## src/rtl/store_capture_pkg.sv

```systemverilog
// Shared types and defaults for the store capture endpoint.
package store_capture_pkg;

    // One captured store: the byte address and the data written.
    typedef struct packed {
        logic [31:0] adr;
        logic [31:0] data;
    } store_entry_t;

    localparam logic [31:0] DONE_ADR_DEFAULT = 32'h0000_0064;
    localparam logic [31:0] WIN_LO_DEFAULT   = 32'h0000_0000;
    localparam logic [31:0] WIN_HI_DEFAULT   = 32'h0000_00FF;

    // Inclusive, unsigned window test.
    function automatic logic in_window(input logic [31:0] adr,
                                       input logic [31:0] lo,
                                       input logic [31:0] hi);
        return (adr >= lo) && (adr <= hi);
    endfunction

endpackage

```

## src/rtl/store_capture_fifo_sync_fifo.sv

```systemverilog
// Single-clock FIFO with registered storage and a separately tracked
// occupancy count, so full and empty never depend on pointer comparison.
// The head is read straight from the storage flops, which keeps the
// consumer side free of any combinational path from the push inputs.
module sync_fifo
    import store_capture_pkg::*;
#(
    parameter int  DEPTH   = 8,
    parameter type entry_t = store_entry_t,
    localparam int PTR_W   = $clog2(DEPTH),
    localparam int CNT_W   = $clog2(DEPTH + 1)
) (
    input  logic             clk,
    input  logic             reset,
    input  logic             push_i,
    input  entry_t           push_data_i,
    input  logic             pop_i,
    output entry_t           head_o,
    output logic             full_o,
    output logic             empty_o,
    output logic [CNT_W-1:0] count_o
);

    entry_t             mem_q [DEPTH];
    entry_t             mem_d [DEPTH];
    logic [PTR_W-1:0]   wr_ptr_q, wr_ptr_d;
    logic [PTR_W-1:0]   rd_ptr_q, rd_ptr_d;
    logic [CNT_W-1:0]   count_q, count_d;
    logic               full;
    logic               empty;
    logic               pop_ok;
    logic               push_ok;

    assign full  = (count_q == CNT_W'(DEPTH));
    assign empty = (count_q == '0);

    // A pop frees a slot in the same cycle, so a push into a full FIFO
    // is still accepted when the head is leaving.
    always_comb begin
        pop_ok   = pop_i & ~empty;
        push_ok  = push_i & (~full | pop_ok);
        mem_d    = mem_q;
        wr_ptr_d = wr_ptr_q;
        rd_ptr_d = rd_ptr_q;
        count_d  = count_q;

        if (push_ok) begin
            mem_d[wr_ptr_q] = push_data_i;
            wr_ptr_d        = wr_ptr_q + PTR_W'(1);
        end
        if (pop_ok) begin
            rd_ptr_d = rd_ptr_q + PTR_W'(1);
        end

        case ({push_ok, pop_ok})
            2'b10:   count_d = count_q + CNT_W'(1);
            2'b01:   count_d = count_q - CNT_W'(1);
            default: count_d = count_q;
        endcase
    end

    // Storage, pointers and occupancy; reset clears storage so the head
    // reads as zero after reset.
    always_ff @(posedge clk) begin
        if (reset) begin
            for (int i = 0; i < DEPTH; i++) begin
                mem_q[i] <= '0;
            end
            wr_ptr_q <= '0;
            rd_ptr_q <= '0;
            count_q  <= '0;
        end else begin
            mem_q    <= mem_d;
            wr_ptr_q <= wr_ptr_d;
            rd_ptr_q <= rd_ptr_d;
            count_q  <= count_d;
        end
    end

    assign head_o  = mem_q[rd_ptr_q];
    assign full_o  = full;
    assign empty_o = empty;
    assign count_o = count_q;

endmodule

```

## src/rtl/store_capture_fifo.sv

```systemverilog
// Snoops the core's store bus, buffers stores that fall inside the
// capture window, and flags the program's completion store.
// Modes fall out of the sticky flags: idle while start is low, capturing
// otherwise, with done and overflow raised independently; capture keeps
// running after either flag sets.
module store_capture_fifo
    import store_capture_pkg::*;
#(
    parameter int          DEPTH    = 8,
    parameter logic [31:0] WIN_LO   = WIN_LO_DEFAULT,
    parameter logic [31:0] WIN_HI   = WIN_HI_DEFAULT,
    parameter logic [31:0] DONE_ADR = DONE_ADR_DEFAULT
) (
    input  logic                         clk,
    input  logic                         reset,
    input  logic                         start,
    input  logic                         MemWrite,
    input  logic [31:0]                  DataAdr,
    input  logic [31:0]                  WriteData,
    output logic                         out_valid,
    input  logic                         out_ready,
    output logic [31:0]                  out_adr,
    output logic [31:0]                  out_data,
    output logic [$clog2(DEPTH+1)-1:0]   count,
    output logic                         overflow,
    output logic                         done,
    output logic [31:0]                  done_data
);

    localparam int CNT_W = $clog2(DEPTH + 1);

    store_entry_t     push_entry;
    store_entry_t     head;
    logic             fifo_full;
    logic             fifo_empty;
    logic [CNT_W-1:0] fifo_count;

    logic             qualified;
    logic             done_hit;
    logic             pop;
    logic             push;
    logic             drop;

    logic             overflow_q, overflow_d;
    logic             done_q, done_d;
    logic [31:0]      done_data_q, done_data_d;

    // Store qualification and FIFO handshake.
    always_comb begin
        qualified       = start & MemWrite & in_window(DataAdr, WIN_LO, WIN_HI);
        done_hit        = start & MemWrite & (DataAdr == DONE_ADR);
        pop             = ~fifo_empty & out_ready;
        push            = qualified & (~fifo_full | pop);
        drop            = qualified & fifo_full & ~pop;
        push_entry.adr  = DataAdr;
        push_entry.data = WriteData;
    end

    sync_fifo #(
        .DEPTH   (DEPTH),
        .entry_t (store_entry_t)
    ) u_fifo (
        .clk         (clk),
        .reset       (reset),
        .push_i      (push),
        .push_data_i (push_entry),
        .pop_i       (pop),
        .head_o      (head),
        .full_o      (fifo_full),
        .empty_o     (fifo_empty),
        .count_o     (fifo_count)
    );

    // Sticky flags; only the first completion store latches its data.
    always_comb begin
        overflow_d  = overflow_q | drop;
        done_d      = done_q | done_hit;
        done_data_d = done_data_q;
        if (done_hit && !done_q) begin
            done_data_d = WriteData;
        end
    end

    // Flag registers.
    always_ff @(posedge clk) begin
        if (reset) begin
            overflow_q  <= 1'b0;
            done_q      <= 1'b0;
            done_data_q <= '0;
        end else begin
            overflow_q  <= overflow_d;
            done_q      <= done_d;
            done_data_q <= done_data_d;
        end
    end

    assign out_valid = ~fifo_empty;
    assign out_adr   = head.adr;
    assign out_data  = head.data;
    assign count     = fifo_count;
    assign overflow  = overflow_q;
    assign done      = done_q;
    assign done_data = done_data_q;

endmodule

```

## config.mk

```make
export PLATFORM = sky130hd
export DESIGN_NAME = store_capture_fifo
export DESIGN_NICKNAME = d
export VERILOG_FILES = /design/src/rtl/store_capture_pkg.sv /design/src/rtl/store_capture_fifo_sync_fifo.sv /design/src/rtl/store_capture_fifo.sv
export SDC_FILE = /design/constraint.sdc
export NUM_CORES = 1
export LEC_CHECK = 0
export BUFFER_PORTS_ARGS = -buffer_cell sky130_fd_sc_hd__buf_4
export CAP_MARGIN = 10
export CORE_MARGIN = 1
export CORE_UTILIZATION = 31
export DETAILED_ROUTE_END_ITERATION = 10
export PLACE_DENSITY = 0.5
export SETUP_SLACK_MARGIN = 0.4
export SLEW_MARGIN = 20
export SYNTH_ARGS = -nofsm -noshare
export SYNTH_HDL_FRONTEND = slang
export SYNTH_SLANG_ARGS = --single-unit
export TNS_END_PERCENT = 20
```

## constraint.sdc

```tcl
create_clock -name clk -period 4.41 [get_ports clk]
set_input_delay 0.6615 -clock clk [delete_from_list [all_inputs] [get_ports clk]]
set_output_delay 0.6615 -clock clk [all_outputs]
set_load 0.01 [all_outputs]
```

# After elaboration in Yosys (flattened, before gate mapping)

Index checks and enable logic that the tools add are counted.

Register bits after elaboration: 556
Input port bits: 69
Output and inout bits: 103
Word-level logic and storage cells: 66

$add $sub $neg: 4
$lt $le $gt $ge: 5
Equal/unequal tests: 4
Mux-type cells: 7
Bitwise operators: 18
Reductions and logical operators: 6

Operators by type and width:

| kind                                                                         | count |
|---|---|
| 512-bit bitwise mux                                                          | 1 |
| 64-bit binary-select mux with 3-bit select                                   | 1 |
| 64-bit demux with 3-bit select                                               | 1 |
| 64-bit two-way mux                                                           | 3 |
| 32-bit by 7-bit equality test with 1-bit output, second input constant       | 1 |
| 32-bit by 1-bit >= comparator with 1-bit output, second input constant       | 1 |
| 32-bit by 8-bit <= comparator with 1-bit output, second input constant       | 1 |
| 1-bit bitwise AND                                                            | 9 |
| 4-bit >= comparator, second input constant                                   | 2 |
| 3-bit NOT with 4-bit output                                                  | 2 |
| 4-bit one-hot mux with 2 select lines                                        | 1 |
| 3-bit by 1-bit adder with 3-bit output, second input constant                | 2 |
| 4-bit by 1-bit adder with 4-bit output, second input constant                | 1 |
| 4-bit equality test, second input constant                                   | 1 |
| 4-bit logical NOT                                                            | 1 |
| 4-bit by 1-bit less-than comparator with 1-bit output, second input constant | 1 |
| 1-bit bitwise OR                                                             | 4 |
| 4-bit by 1-bit subtractor with 4-bit output, second input constant           | 1 |
| 1-bit logical AND                                                            | 3 |
| 1-bit NOT                                                                    | 3 |
| 2-bit by 1-bit equality test with 1-bit output, second input constant        | 1 |
| 2-bit equality test, second input constant                                   | 1 |
| 2-bit nonzero test                                                           | 1 |
| 1-bit logical NOT                                                            | 1 |

# Logic depth before layout (Yosys ltp)

Depth in word-level cells: 8
Mapped depth: 13
Mapped depth without buffers: 11

# Cells and area by module

From an unflattened synthesis, not the netlist that was laid out.

Cells, all modules: 2761
Area, all modules: 24298.3 sq um

By module, submodules not included:

| module             | times used | cells an instance | area each (sq um) | seq. area each (sq um) |
|---|---|---|---|---|
| sync_fifo          | 1          | 2583              | 22616.7           | 10450.0 |
| store_capture_fifo | 1          | 178               | 1681.6            | 680.7 |

# Worst setup path before layout

OpenSTA, ideal clock, no wires.

Path kind: input-to-reg
Start point: input DataAdr[8]
End point: register u_fifo.count_q[2] (netlist: u_fifo.count_o[2])
Arrival time: 2.937 ns
Data required time: 4.339 ns
Slack: 1.403 ns
Cell stages on the path: 13
Path through: nor4b_1 and4_1 clkbuf_1 buf_2 and3_1 inv_1 ha_1 xor2_1 ha_1 a21oi_1 xor2_1 or3_1 a21oi_1

Longest elaborated chain between the ends: 7
Elaborated cells on any way between the ends: 10
Classes of those cells: 2 x order compare; 2 x eq/ne; 1 x mux; 3 x bitwise; 2 x reduce/logical

RTL lines:

| element                                                                                                                   | line                               | source |
|---|---|---|
| start: declaration                                                                                                        | store_capture_fifo.sv:18           | `input logic [31:0] DataAdr,` |
| 32-bit by 1-bit >= comparator with 1-bit output / 32-bit by 8-bit <= comparator with 1-bit output (equally long branches) | store_capture_pkg.sv:18            | `return (adr >= lo) && (adr <= hi);` |
| 1-bit logical AND (*)                                                                                                     | store_capture_pkg.sv:18            |  |
| 1-bit bitwise AND (*)                                                                                                     | store_capture_fifo.sv:50           | `qualified = start & MemWrite & in_window(DataAdr, WIN_LO, WIN_HI);` |
| 1-bit bitwise AND (*)                                                                                                     | store_capture_fifo.sv:53           | `push = qualified & (~fifo_full \| pop);` |
| 1-bit bitwise AND (*)                                                                                                     | store_capture_fifo_sync_fifo.sv:41 | `push_ok = push_i & (~full \| pop_ok);` |
| 2-bit by 1-bit equality test with 1-bit output / 2-bit equality test (equally long branches)                              | store_capture_fifo_sync_fifo.sv:55 | `case ({push_ok, pop_ok})` |
| 4-bit one-hot mux with 2 select lines / 2-bit nonzero test (equally long branches)                                        | --                                 |  |
| end signal: assignment                                                                                                    | store_capture_fifo_sync_fifo.sv:76 | `count_q <= count_d;` |
| end: declaration                                                                                                          | store_capture_fifo_sync_fifo.sv:28 | `logic [CNT_W-1:0] count_q, count_d;` |

Mark *: on every way between the ends. The rest lies on a longest branch, timed or not.
A chain may end at the register's enable or synchronous reset.

# Worst setup path after layout

Start point: register u_fifo.rd_ptr_q[0]
End point: output out_adr[11]

Longest elaborated chain between the ends: 4

RTL lines:

| element                                               | line                               | source |
|---|---|---|
| start: declaration                                    | store_capture_fifo_sync_fifo.sv:27 | `logic [PTR_W-1:0] rd_ptr_q, rd_ptr_d;` |
| start signal: assignment                              | store_capture_fifo_sync_fifo.sv:75 | `rd_ptr_q <= rd_ptr_d;` |
| 3-bit NOT with 4-bit output (not written as such)     | store_capture_fifo_sync_fifo.sv:80 | `assign head_o = mem_q[rd_ptr_q];` |
| 64-bit binary-select mux with 3-bit select            | store_capture_fifo_sync_fifo.sv:80 |  |
| 64-bit two-way mux (not written as such) (2 in a row) | store_capture_fifo_sync_fifo.sv:80 |  |
| end: declaration                                      | store_capture_fifo.sv:22           | `output logic [31:0] out_adr,` |

No other way between the ends. The select of a mux whose other input is x is not followed.

==> Implementation_results.wiki <==
{| class="wikitable"
! Metric !! Value
|-
| Run status || finished clean
|-
| Post-synthesis sequential element count || 556
|-
| Total number of vias || 14302
|-
| Most frequently used flop master after synthesis || sky130_fd_sc_hd__dfxtp_1
|-
| Area after detailed placement || 0.0256 mm2
|-
| Clock latency reported for the late side of the worst-skew pair || 630 ps
|-
| Critical path data required time || 3750 ps
|-
| Layout cell share with drive strength beyond 1 || 0.249
|-
| Initial DRT Pass Iterations || 4
|-
| Total DRC errors in the routed layout || 0
|-
| Kind of start point of the critical path || register
|-
| Warning count from the yosys run || 0
|-
| Area growth from synthesis to layout || 16.5%
|-
| Highest net fanout along the worst path || 48
|-
| Maximum vdd drop || 0.000360 V
|-
| Tmin final || 3450 ps
|-
| Sum of internal, switching and leakage power || 10.3 mW
|-
| P_sw || 2.25 mW
|-
| Maximum number of pins on one net before global-route repair || 159
|-
| Number of max-cap violations || 0
|-
| Total internal power || 8.04 mW
|-
| # port buffers || 171
|-
| Cts bufs inserted || 61
|-
| Nets || 2123
|-
| Relative contribution of sequential cells to total power || 0.488
|-
| Ant. Diodes || 0
|-
| Antenna violations before repair || 0
|-
| Number of clock sinks || 556
|-
| Worst-path clk slew || 60 ps
|-
| DRC marker count from the first detailed-route iteration || 602
|-
| Area taken by multi-input logic gates || 0.0116 mm2
|-
| Fill cell count || 7367
|-
| Die Area || 0.0776 mm2
|-
| Max Clock Skew || 24.4 ps
|-
| Final hold violations || 0
|-
| Vias per std cell || 4.65
|-
| Normalized max-slew margin || 0.325
|-
| Fraction of power spent switching nets || 0.219
|-
| Quantity of hold-fixing buffers added after cts || 0
|-
| Setup TNS Final || 0 ps
|-
| Clock Root Buffer || sky130_fd_sc_hd__clkbuf_16
|-
| Portion of total power attributed to combinational logic || 0.026
|-
| Share of power burned in the clock network || 0.486
|-
| Die W || 279 um
|-
| Data arrival at the endpoint of the critical path || 2780 ps
|-
| Minimum setup slack among reg-to-reg paths || 1520 ps
|-
| Standard-cell rows || 101
|-
| Type of the tightest min-delay check || reg -> reg
|-
| Reg2reg end || u_fifo.count_o[2]$_SDFFE_PP0P_
|-
| Average size of a mapped cell || 12.1 um2
|-
| Final instance area || 0.0276 mm2
|-
| Final cycle utilization of the critical path || 0.781
|-
| Number of enable-type register cells in the synthesized netlist || 0
|-
| Leak pwr || 11.8 nW
|-
| DR WL/cell || 18.8 um
|-
| Chip Height || 279 um
|-
| Final setup violation count || 0
|-
| Reg2Reg Depth || 11
|-
| Area taken by flip-flops and latches || 0.0111 mm2
|-
| Cells after Synth || 1963
|-
| Maximum clock path buffer count || 3
|-
| DRT antenna net count || 0
|-
| Global-route wire length before repair || 91000 um
|-
| Synth Net Count || 2037
|-
| Launch point of the worst reg-to-reg path || u_fifo.count_o[1]$_SDFFE_PP0P_
|-
| CTS tree || yes
|-
| Post-Synthesis Cell Area || 0.0237 mm2
|-
| RSZ-0062 raised after global routing || false
|-
| Io pins || 172
|-
| PwrDens || 372 mW/mm2
|-
| CP Capture Point || out_adr[11]
|-
| Startpoint-to-endpoint class of the critical path || reg -> out
|-
| Capturing element type of the critical path || output pin
|-
| Achievable Freq || 290 MHz
|-
| Async set-reset flop share out of synthesis || 0
|-
| Initial core utilization || 0.313
|-
| Final wirelength || 57600 um
|-
| H-tree level count || 2
|-
| Sequential fraction of the synthesis area || 0.469
|-
| Unique cell type count in the Yosys netlist || 45
|-
| DPL Wire Length || 33000 um
|-
| Core area || 0.0758 mm2
|-
| Total congestion overflow || 0
|-
| Routability Congestion || 0.716
|-
| Number of global-route vias before repair || 15407
|-
| Post-CTS setup-driven buffer insertion count || 0
|-
| Max-slew violations || 0
|-
| Worst Setup SP || u_fifo.rd_ptr_q[0]$_SDFFE_PP0P_
|-
| Slew at the pin closest to its max-slew limit || 1010 ps
|-
| Combined global-route utilization of all metal layers || 0.149
|-
| Number of instances resized during post-cts repair || 0
|}
[Yosys cell counts (3+ instances only)]
cell type / number / share of area
sky130_fd_sc_hd__dfxtp_1: 556 / 0.47
sky130_fd_sc_hd__nand2b_1: 392 / 0.10
sky130_fd_sc_hd__mux2i_1: 354 / 0.15
sky130_fd_sc_hd__and2_1: 192 / 0.051
sky130_fd_sc_hd__mux4_2: 128 / 0.12
sky130_fd_sc_hd__clkbuf_1: 74 / 0.012
sky130_fd_sc_hd__mux2_2: 66 / 0.031
sky130_fd_sc_hd__buf_1: 42 / 0.0066
sky130_fd_sc_hd__buf_6: 29 / 0.014
sky130_fd_sc_hd__buf_2: 17 / 0.0036
sky130_fd_sc_hd__nor2_1: 13 / 0.0021
sky130_fd_sc_hd__clkbuf_2: 12 / 0.0025
sky130_fd_sc_hd__a31oi_1: 9 / 0.0024
sky130_fd_sc_hd__nand3_2: 7 / 0.0030
sky130_fd_sc_hd__a2111oi_2: 6 / 0.0038
sky130_fd_sc_hd__ha_1: 5 / 0.0026
sky130_fd_sc_hd__and3_1: 4 / 0.0011
sky130_fd_sc_hd__buf_4: 4 / 0.0013
sky130_fd_sc_hd__nor4_1: 4 / 0.0011
sky130_fd_sc_hd__xor2_1: 4 / 0.0015
sky130_fd_sc_hd__a21oi_1: 3 / 0.00063
sky130_fd_sc_hd__buf_12: 3 / 0.0025
sky130_fd_sc_hd__buf_8: 3 / 0.0019
sky130_fd_sc_hd__nand2_1: 3 / 0.00047
sky130_fd_sc_hd__nand3_1: 3 / 0.00063
sky130_fd_sc_hd__nor2b_1: 3 / 0.00079
sky130_fd_sc_hd__nor4b_1: 3 / 0.0011
sky130_fd_sc_hd__o21ai_0: 3 / 0.00063
[cell type report]
cell class	count	area share
clock buffers	91	0.0659
clock inverters	18	0.00611
inverters	4	0.000544
multi-input cells	1219	0.419
flip-flops and latches	556	0.403
well taps	978	0.0443
repair buffers	207	0.0606
[registers in the layout, summed over array words and instances (netlist names)]
register,flops
done,1
done_data,32
overflow,1
u_fifo.count_o,4
u_fifo.mem_q,512
u_fifo.rd_ptr_q,3
u_fifo.wr_ptr_q,3
[routing by layer]
layer,GRT usage,vias to the layer above,wire (um)
met3,0.0254,69,1840
met4,0.0368,0,1020
met2,0.255,180,27900
met5,0,-,0
li1,-,6907,-
met1,0.194,7146,26900
[how the worst min path moves through the flow]
stage                                         startpoint                             end  cells past startpoint
after global placement     u_fifo.mem_q[62]$_SDFFE_PP0P_   u_fifo.mem_q[62]$_SDFFE_PP0P_                      1
after detailed placement  u_fifo.mem_q[381]$_SDFFE_PP0P_  u_fifo.mem_q[381]$_SDFFE_PP0P_                      1
after CTS                                     DataAdr[0]                 done$_SDFF_PP0_                      4
final                     u_fifo.mem_q[371]$_SDFFE_PP0P_  u_fifo.mem_q[371]$_SDFFE_PP0P_                      1
after global routing                          DataAdr[0]                 done$_SDFF_PP0_                      4
after floorplan           u_fifo.mem_q[104]$_SDFFE_PP0P_  u_fifo.mem_q[104]$_SDFFE_PP0P_                      1
[cell families (layout without fill, tap and decap cells)]
kind of cell	count (synthesis)	in the layout	share of synthesized area
compound gates	27	27	0.0112
buf+inv	188	320	0.0446
simple gates	634	634	0.168
fa+ha+maj	5	5	0.00264
flops	556	556	0.469
mux	548	548	0.302
xor+xnor	5	5	0.00185
[worst max-delay path: stages, from the launching register on]
cell and delay, ps:
sky130_fd_sc_hd__dfxtp_4 690, sky130_fd_sc_hd__buf_12 440, sky130_fd_sc_hd__mux4_2 570, sky130_fd_sc_hd__mux2_2 300
sky130_fd_sc_hd__buf_4 150
[metrics by stage]
| step | hold WS [ps] | util | std cells | setup WS, ps |
|---|---|---|---|---|
| 2_1_floorplan | 424 | - | 1963 | 1400 |
| 3_3_place_gp | 436 | 0.338 | 2964 | 976 |
| 3_5_place_dp | 438 | 0.338 | 2964 | 933 |
| 4_1_cts | 445 | 0.364 | 3073 | 843 |
| 5_1_grt | 467 | 0.364 | 3073 | 771 |
| 6_report | 449 | 0.364 | 3073 | 965 |
[placed cells by master (no fill, tap or decap), types with 4 or more instances in the layout]
cell / count
sky130_fd_sc_hd__xor2_1: 4
sky130_fd_sc_hd__and2_1: 192
sky130_fd_sc_hd__clkinv_2: 9
sky130_fd_sc_hd__dfxtp_1: 553
sky130_fd_sc_hd__clkbuf_1: 13
sky130_fd_sc_hd__ha_1: 5
sky130_fd_sc_hd__a31oi_1: 9
sky130_fd_sc_hd__nor4_1: 4
sky130_fd_sc_hd__nand3_4: 6
sky130_fd_sc_hd__mux4_2: 128
sky130_fd_sc_hd__clkbuf_8: 17
sky130_fd_sc_hd__mux2_2: 66
sky130_fd_sc_hd__buf_4: 197
sky130_fd_sc_hd__mux2i_1: 354
sky130_fd_sc_hd__a2111oi_2: 6
sky130_fd_sc_hd__nor2_1: 13
sky130_fd_sc_hd__clkbuf_16: 62
sky130_fd_sc_hd__nand2b_1: 392
sky130_fd_sc_hd__buf_12: 9
[power groups by stage]
| stage | logic [mW] | clock network [mW] | registers (mW) |
|---|---|---|---|
| 6_report | 0.265 | 5.00 | 5.02 |
| 5_1_grt | 0.288 | 5.39 | 5.02 |
| 4_1_cts | 0.273 | 5.18 | 5.02 |
| 3_5_place_dp | 0.272 | 0 | 5.13 |
| 3_3_place_gp | 0.269 | 0 | 5.13 |
| 2_1_floorplan | 0.157 | 0 | 5.13 |
No activity file was read; power rests on OpenSTA's default activity.
